==> src/rtl/axi_lite_cmd_master.sv <==
// AXI4-Lite initiator: turns one local command at a time into a single AXI4-Lite
// write or read and returns the result on a valid/ready response port.
module axi_lite_cmd_master #(
    parameter int C_M_AXI_DATA_WIDTH = 32,
    parameter int C_M_AXI_ADDR_WIDTH = 4,
    parameter int C_ERR_CNT_WIDTH    = 8
) (
    input  logic                              m00_axi_aclk,
    input  logic                              m00_axi_areset,
    input  logic                              cmd_valid,
    output logic                              cmd_ready,
    input  logic                              cmd_write,
    input  logic [C_M_AXI_ADDR_WIDTH-1:0]     cmd_addr,
    input  logic [C_M_AXI_DATA_WIDTH-1:0]     cmd_wdata,
    input  logic [C_M_AXI_DATA_WIDTH/8-1:0]   cmd_wstrb,
    output logic                              rsp_valid,
    input  logic                              rsp_ready,
    output logic                              rsp_write,
    output logic [C_M_AXI_DATA_WIDTH-1:0]     rsp_rdata,
    output logic [1:0]                        rsp_resp,
    output logic                              busy,
    output logic [C_ERR_CNT_WIDTH-1:0]        err_count,
    output logic [C_M_AXI_ADDR_WIDTH-1:0]     m00_axi_awaddr,
    output logic [2:0]                        m00_axi_awprot,
    output logic                              m00_axi_awvalid,
    input  logic                              m00_axi_awready,
    output logic [C_M_AXI_DATA_WIDTH-1:0]     m00_axi_wdata,
    output logic [C_M_AXI_DATA_WIDTH/8-1:0]   m00_axi_wstrb,
    output logic                              m00_axi_wvalid,
    input  logic                              m00_axi_wready,
    input  logic [1:0]                        m00_axi_bresp,
    input  logic                              m00_axi_bvalid,
    output logic                              m00_axi_bready,
    output logic [C_M_AXI_ADDR_WIDTH-1:0]     m00_axi_araddr,
    output logic [2:0]                        m00_axi_arprot,
    output logic                              m00_axi_arvalid,
    input  logic                              m00_axi_arready,
    input  logic [C_M_AXI_DATA_WIDTH-1:0]     m00_axi_rdata,
    input  logic [1:0]                        m00_axi_rresp,
    input  logic                              m00_axi_rvalid,
    output logic                              m00_axi_rready
);

    localparam int STRB_W = C_M_AXI_DATA_WIDTH / 8;

    // Handshake rule on every channel: a transfer happens on the rising edge where
    // valid and ready are both high; valid never drops before that edge.
    typedef enum logic [2:0] {
        IDLE    = 3'd0,
        WR_REQ  = 3'd1,
        WR_RESP = 3'd2,
        RD_ADDR = 3'd3,
        RD_DATA = 3'd4,
        DONE    = 3'd5
    } state_t;

    state_t                        state_q;
    logic [C_M_AXI_ADDR_WIDTH-1:0] addr_q;
    logic [C_M_AXI_DATA_WIDTH-1:0] wdata_q;
    logic [STRB_W-1:0]             wstrb_q;
    logic                          write_q;
    logic                          awvalid_q;
    logic                          wvalid_q;
    logic [C_M_AXI_DATA_WIDTH-1:0] rdata_q;
    logic [1:0]                    resp_q;
    logic [C_ERR_CNT_WIDTH-1:0]    err_q;

    function automatic logic [C_ERR_CNT_WIDTH-1:0] err_bump(
        input logic [1:0]                 resp,
        input logic [C_ERR_CNT_WIDTH-1:0] cnt
    );
        if (resp != 2'b00 && cnt != {C_ERR_CNT_WIDTH{1'b1}})
            return cnt + C_ERR_CNT_WIDTH'(1);
        return cnt;
    endfunction

    always_ff @(posedge m00_axi_aclk) begin
        if (m00_axi_areset) begin
            state_q   <= IDLE;
            addr_q    <= '0;
            wdata_q   <= '0;
            wstrb_q   <= '0;
            write_q   <= 1'b0;
            awvalid_q <= 1'b0;
            wvalid_q  <= 1'b0;
            rdata_q   <= '0;
            resp_q    <= 2'b00;
            err_q     <= '0;
        end else begin
            case (state_q)
                IDLE: begin
                    if (cmd_valid) begin
                        addr_q  <= cmd_addr;
                        wdata_q <= cmd_wdata;
                        wstrb_q <= cmd_wstrb;
                        write_q <= cmd_write;
                        if (cmd_write) begin
                            awvalid_q <= 1'b1;
                            wvalid_q  <= 1'b1;
                            state_q   <= WR_REQ;
                        end else begin
                            state_q <= RD_ADDR;
                        end
                    end
                end
                WR_REQ: begin
                    // AW and W complete independently; leave once neither is still pending.
                    if (awvalid_q && m00_axi_awready) awvalid_q <= 1'b0;
                    if (wvalid_q && m00_axi_wready)   wvalid_q  <= 1'b0;
                    if ((!awvalid_q || m00_axi_awready) && (!wvalid_q || m00_axi_wready))
                        state_q <= WR_RESP;
                end
                WR_RESP: begin
                    if (m00_axi_bvalid) begin
                        resp_q  <= m00_axi_bresp;
                        rdata_q <= '0;
                        err_q   <= err_bump(m00_axi_bresp, err_q);
                        state_q <= DONE;
                    end
                end
                RD_ADDR: begin
                    if (m00_axi_arready) state_q <= RD_DATA;
                end
                RD_DATA: begin
                    if (m00_axi_rvalid) begin
                        resp_q  <= m00_axi_rresp;
                        rdata_q <= m00_axi_rdata;
                        err_q   <= err_bump(m00_axi_rresp, err_q);
                        state_q <= DONE;
                    end
                end
                DONE: begin
                    if (rsp_ready) state_q <= IDLE;
                end
                default: state_q <= IDLE;
            endcase
        end
    end

    // All handshake outputs decode from registers only, so no AXI input reaches an AXI output.
    assign cmd_ready       = (state_q == IDLE);
    assign busy            = (state_q != IDLE);
    assign rsp_valid       = (state_q == DONE);
    assign rsp_write       = write_q;
    assign rsp_rdata       = rdata_q;
    assign rsp_resp        = resp_q;
    assign err_count       = err_q;

    assign m00_axi_awaddr  = addr_q;
    assign m00_axi_awprot  = 3'b000;
    assign m00_axi_awvalid = awvalid_q;
    assign m00_axi_wdata   = wdata_q;
    assign m00_axi_wstrb   = wstrb_q;
    assign m00_axi_wvalid  = wvalid_q;
    assign m00_axi_bready  = (state_q == WR_RESP);
    assign m00_axi_araddr  = addr_q;
    assign m00_axi_arprot  = 3'b000;
    assign m00_axi_arvalid = (state_q == RD_ADDR);
    assign m00_axi_rready  = (state_q == RD_DATA);

endmodule

==> config.mk <==
export PLATFORM = sky130hd
export DESIGN_NAME = axi_lite_cmd_master
export DESIGN_NICKNAME = d
export VERILOG_FILES = /design/src/rtl/axi_lite_cmd_master.sv
export SDC_FILE = /design/constraint.sdc
export NUM_CORES = 1
export LEC_CHECK = 0
export CORE_ASPECT_RATIO = 1.25
export CORE_MARGIN = 3
export CORE_UTILIZATION = 35
export CTS_CLUSTER_DIAMETER = 100
export DETAILED_ROUTE_END_ITERATION = 16
export PLACE_DENSITY = 0.74
export SLEW_MARGIN = 20
export SYNTH_ARGS = -nofsm -noshare
export SYNTH_HDL_FRONTEND = slang
export SYNTH_SLANG_ARGS = --single-unit
export TNS_END_PERCENT = 30
==> constraint.sdc <==
create_clock -name m00_axi_aclk -period 2.4 [get_ports m00_axi_aclk]
set_clock_uncertainty 0.2 [all_clocks]
set_input_delay 0.24 -clock m00_axi_aclk [delete_from_list [all_inputs] [get_ports m00_axi_aclk]]
set_output_delay 0.24 -clock m00_axi_aclk [all_outputs]
set_load 0.1 [all_outputs]
==> impl_metrics.yaml <==
clock_tree:
  cts.sink_count: 88
  cts_root_buf: "clkbuf_16"
  post_cts_resized: 0
  clock_latency_ns: 0.33
  cts_hold_buffers: 0
  cts_buffers: 9
  clock_path_buffers: 2
  cts_setup_buffers: 0
  htree_levels: 3
  cts.clk_slew.worst_paths_ns: 0.06
  cts_tree: "yes"
final_layout:
  fillCellCount: 839
  syn2layout_area_growth_pct: 61.7
  layout-drive-gt1-share_pct: 23.3
  multi_input_area_um2: 1420
  layout_common_cells: "buf_4, nand2_1, dfxtp_1"
  layout_commonest_cell: "buf_4"
  fin_nets: 656
  seq_area_um2: 1760
  fin_area_um2: 5410
  antenna_cells: 0
synthesis:
  yosysSeqAreaShare_pct: 52.7
  syn_inst: 401
  synth_cell_types: 37
  avgSynthCellArea_um2: 8.34
  syn-cell-area_um2: 3340
  synth_seq_cells: 88
  ys_warn_count: 0
sta:
  setup_ws_ns: 0.192
  hold_viol: 0
  rsz0062_at_grt: "no"
  finalCriticalPeriod_ns: 2.21
  fmax_mhz: 453
  slew_viol_final: 0
  finalCritPeriodShare_pct: 92.0
  finalSetupViolCount: 0
grt:
  grt_max_degree: 89
  grt_pass1_vias: 3215
  grt_pass1_wl_mm: 15.2
  grt_usage_pct: 17.8
  antenna_found_initial: 0
  gr-total-overflow: 0
setup_path:
  crit_fanout: 10
  r2r_slack_ns: 0.19
  required_ns: 2.46
  critical_path_class: "flip-flop to flip-flop"
  arrival_ns: 2.26
  cp-start-kind: "flip-flop"
  crit_path_end_kind: "flip-flop"
run:
  drv_cap: 0
route:
  drtIter0Drc: 130
  drc: 0
  viasPerCell: 4.80
  wl_per_cell_um: 14.2
  vias: 3349
  drtAntennaViolNets: 0
  drt-total-wl_mm: 9.90
  first_pass_iters: 4
floorplan:
  core_area_um2: 9220
  die_h_um: 115
  start_util_pct: 36.3
  ios: 187
  die_w_um: 93.4
  die-area_um2: 10800
  row_count: 39
outcome:
  status: "complete, no violations"
place:
  post_dp_cell_area_um2: 5080
  dp_hpwl_mm: 7.20
  place_ws_ns: 0.0658
  routabilityCongestion: 0.735
  port_buffers: 180
power:
  p_leak_uw: 0.00223
  ir_drop_uv: 690
  power_density_nw_per_um2: 1110
hold_path:
  hold_path.class: "input port to flip-flop"
[worst paths after layout]
| kind | to | depth (start not counted) | startpoint |
|---|---|---|---|
| setup / recovery | err_count[5] | 6 | err_count[0] |
| hold / removal | rsp_rdata[7] | 3 | m00_axi_areset |
| setup reg to reg | err_count[5] | 6 | err_count[0] |
| hold reg to reg | m00_axi_wdata[18] | 2 | m00_axi_wdata[18] |
[cell families after synthesis]
family	Yosys count	synth area share, %
compound gates	108	20.2
xor+xnor	1	0.262
fa+ha+maj	1	0.374
buf+inv	43	6.21
flops	88	52.7
mux	3	0.935
other cells	1	0.112
simple gates	156	19.3
[power by group]
group	leakage [µW]	internal (µW)	total [µW]	switching, µW
clock	0.000165	966	1510	540
combinational	0.00134	700	2760	2070
sequential	0.000717	1630	1740	107
total	0.00223	3300	6010	2710
[final cells by class]
cell class | count | area share, %
tap | 123 | 2.85
sequential | 88 | 32.6
clock inverter | 5 | 1.46
multi-input combinational | 275 | 26.3
inverter | 3 | 0.208
clock buffer | 11 | 4.67
timing repair buffer | 192 | 31.9
[flip-flops by register name, indices dropped and copies added, names as in the netlist]
| signal | count |
|---|---|
| m00_axi_wdata | 32 |
| rsp_rdata | 32 |
| err_count | 8 |
| m00_axi_araddr | 4 |
| m00_axi_wstrb | 4 |
| state_q | 3 |
| rsp_resp | 2 |
| m00_axi_awvalid | 1 |
| m00_axi_wvalid | 1 |
| rsp_write | 1 |
[per-layer routing]
metal | vias up | part of all wire [%] | wire [µm] | GRT usage, %
met5 | - | 0 | 0 | 0
met4 | 0 | 2.4 | 235 | 9.09
met2 | 109 | 54 | 5320 | 32.6
met3 | 16 | 5.7 | 566 | 3.66
li1 | 1685 | - | - | -
met1 | 1539 | 38 | 3770 | 19.0
[worst max-delay path, cell delays in order (launching register included)]
cell and delay [ns]:
dfxtp_2 0.34, ha_1 0.25, nand3_1 0.13, o22ai_1 0.08, a221o_1 0.48, or4_1 0.51
a21oi_1 0.15
[Yosys cell counts]
cell type	instances	area share, %
xor2_1	1	0.26
a31oi_4	1	0.64
a221o_1	1	0.30
and4bb_1	1	0.37
and2_1	1	0.19
a31oi_1	1	0.19
buf_4	11	2.5
nor2_1	42	4.7
clkbuf_1	25	2.8
a2bb2oi_1	1	0.26
a22oi_1	32	7.2
o21ai_0	6	0.90
o31ai_1	3	0.67
dfxtp_1	88	53
inv_1	3	0.34
a211o_1	1	0.26
or2b_2	1	0.26
nand2b_1	1	0.19
a21oi_1	56	8.4
o22a_1	1	0.26
o221a_2	1	0.34
nor2b_1	2	0.37
nor3b_1	1	0.22
nand4_1	1	0.19
nand2_1	93	10
nor2_2	1	0.19
or4_1	3	0.67
mux2i_1	2	0.60
conb_1	1	0.11
or3_1	3	0.56
ha_1	1	0.37
a21boi_0	1	0.22
nor3_1	2	0.30
o22ai_1	3	0.56
mux2_2	1	0.34
buf_2	4	0.60
nand3_1	4	0.60
[metrics by stage]
stage          total power, µW  TNS (ns)  hold slack, ns  instances  utilization (%)
2_1_floorplan             3870    -0.911           0.176        406                -
3_3_place_gp              4520         0           0.242        681             55.1
3_5_place_dp              4550         0           0.248        681             55.1
4_1_cts                   6070         0           0.204        697             58.6
5_1_grt                   6250         0           0.223        697             58.6
6_report                  6010         0           0.184        697             58.6
No activity file was read; power rests on OpenSTA's default activity.
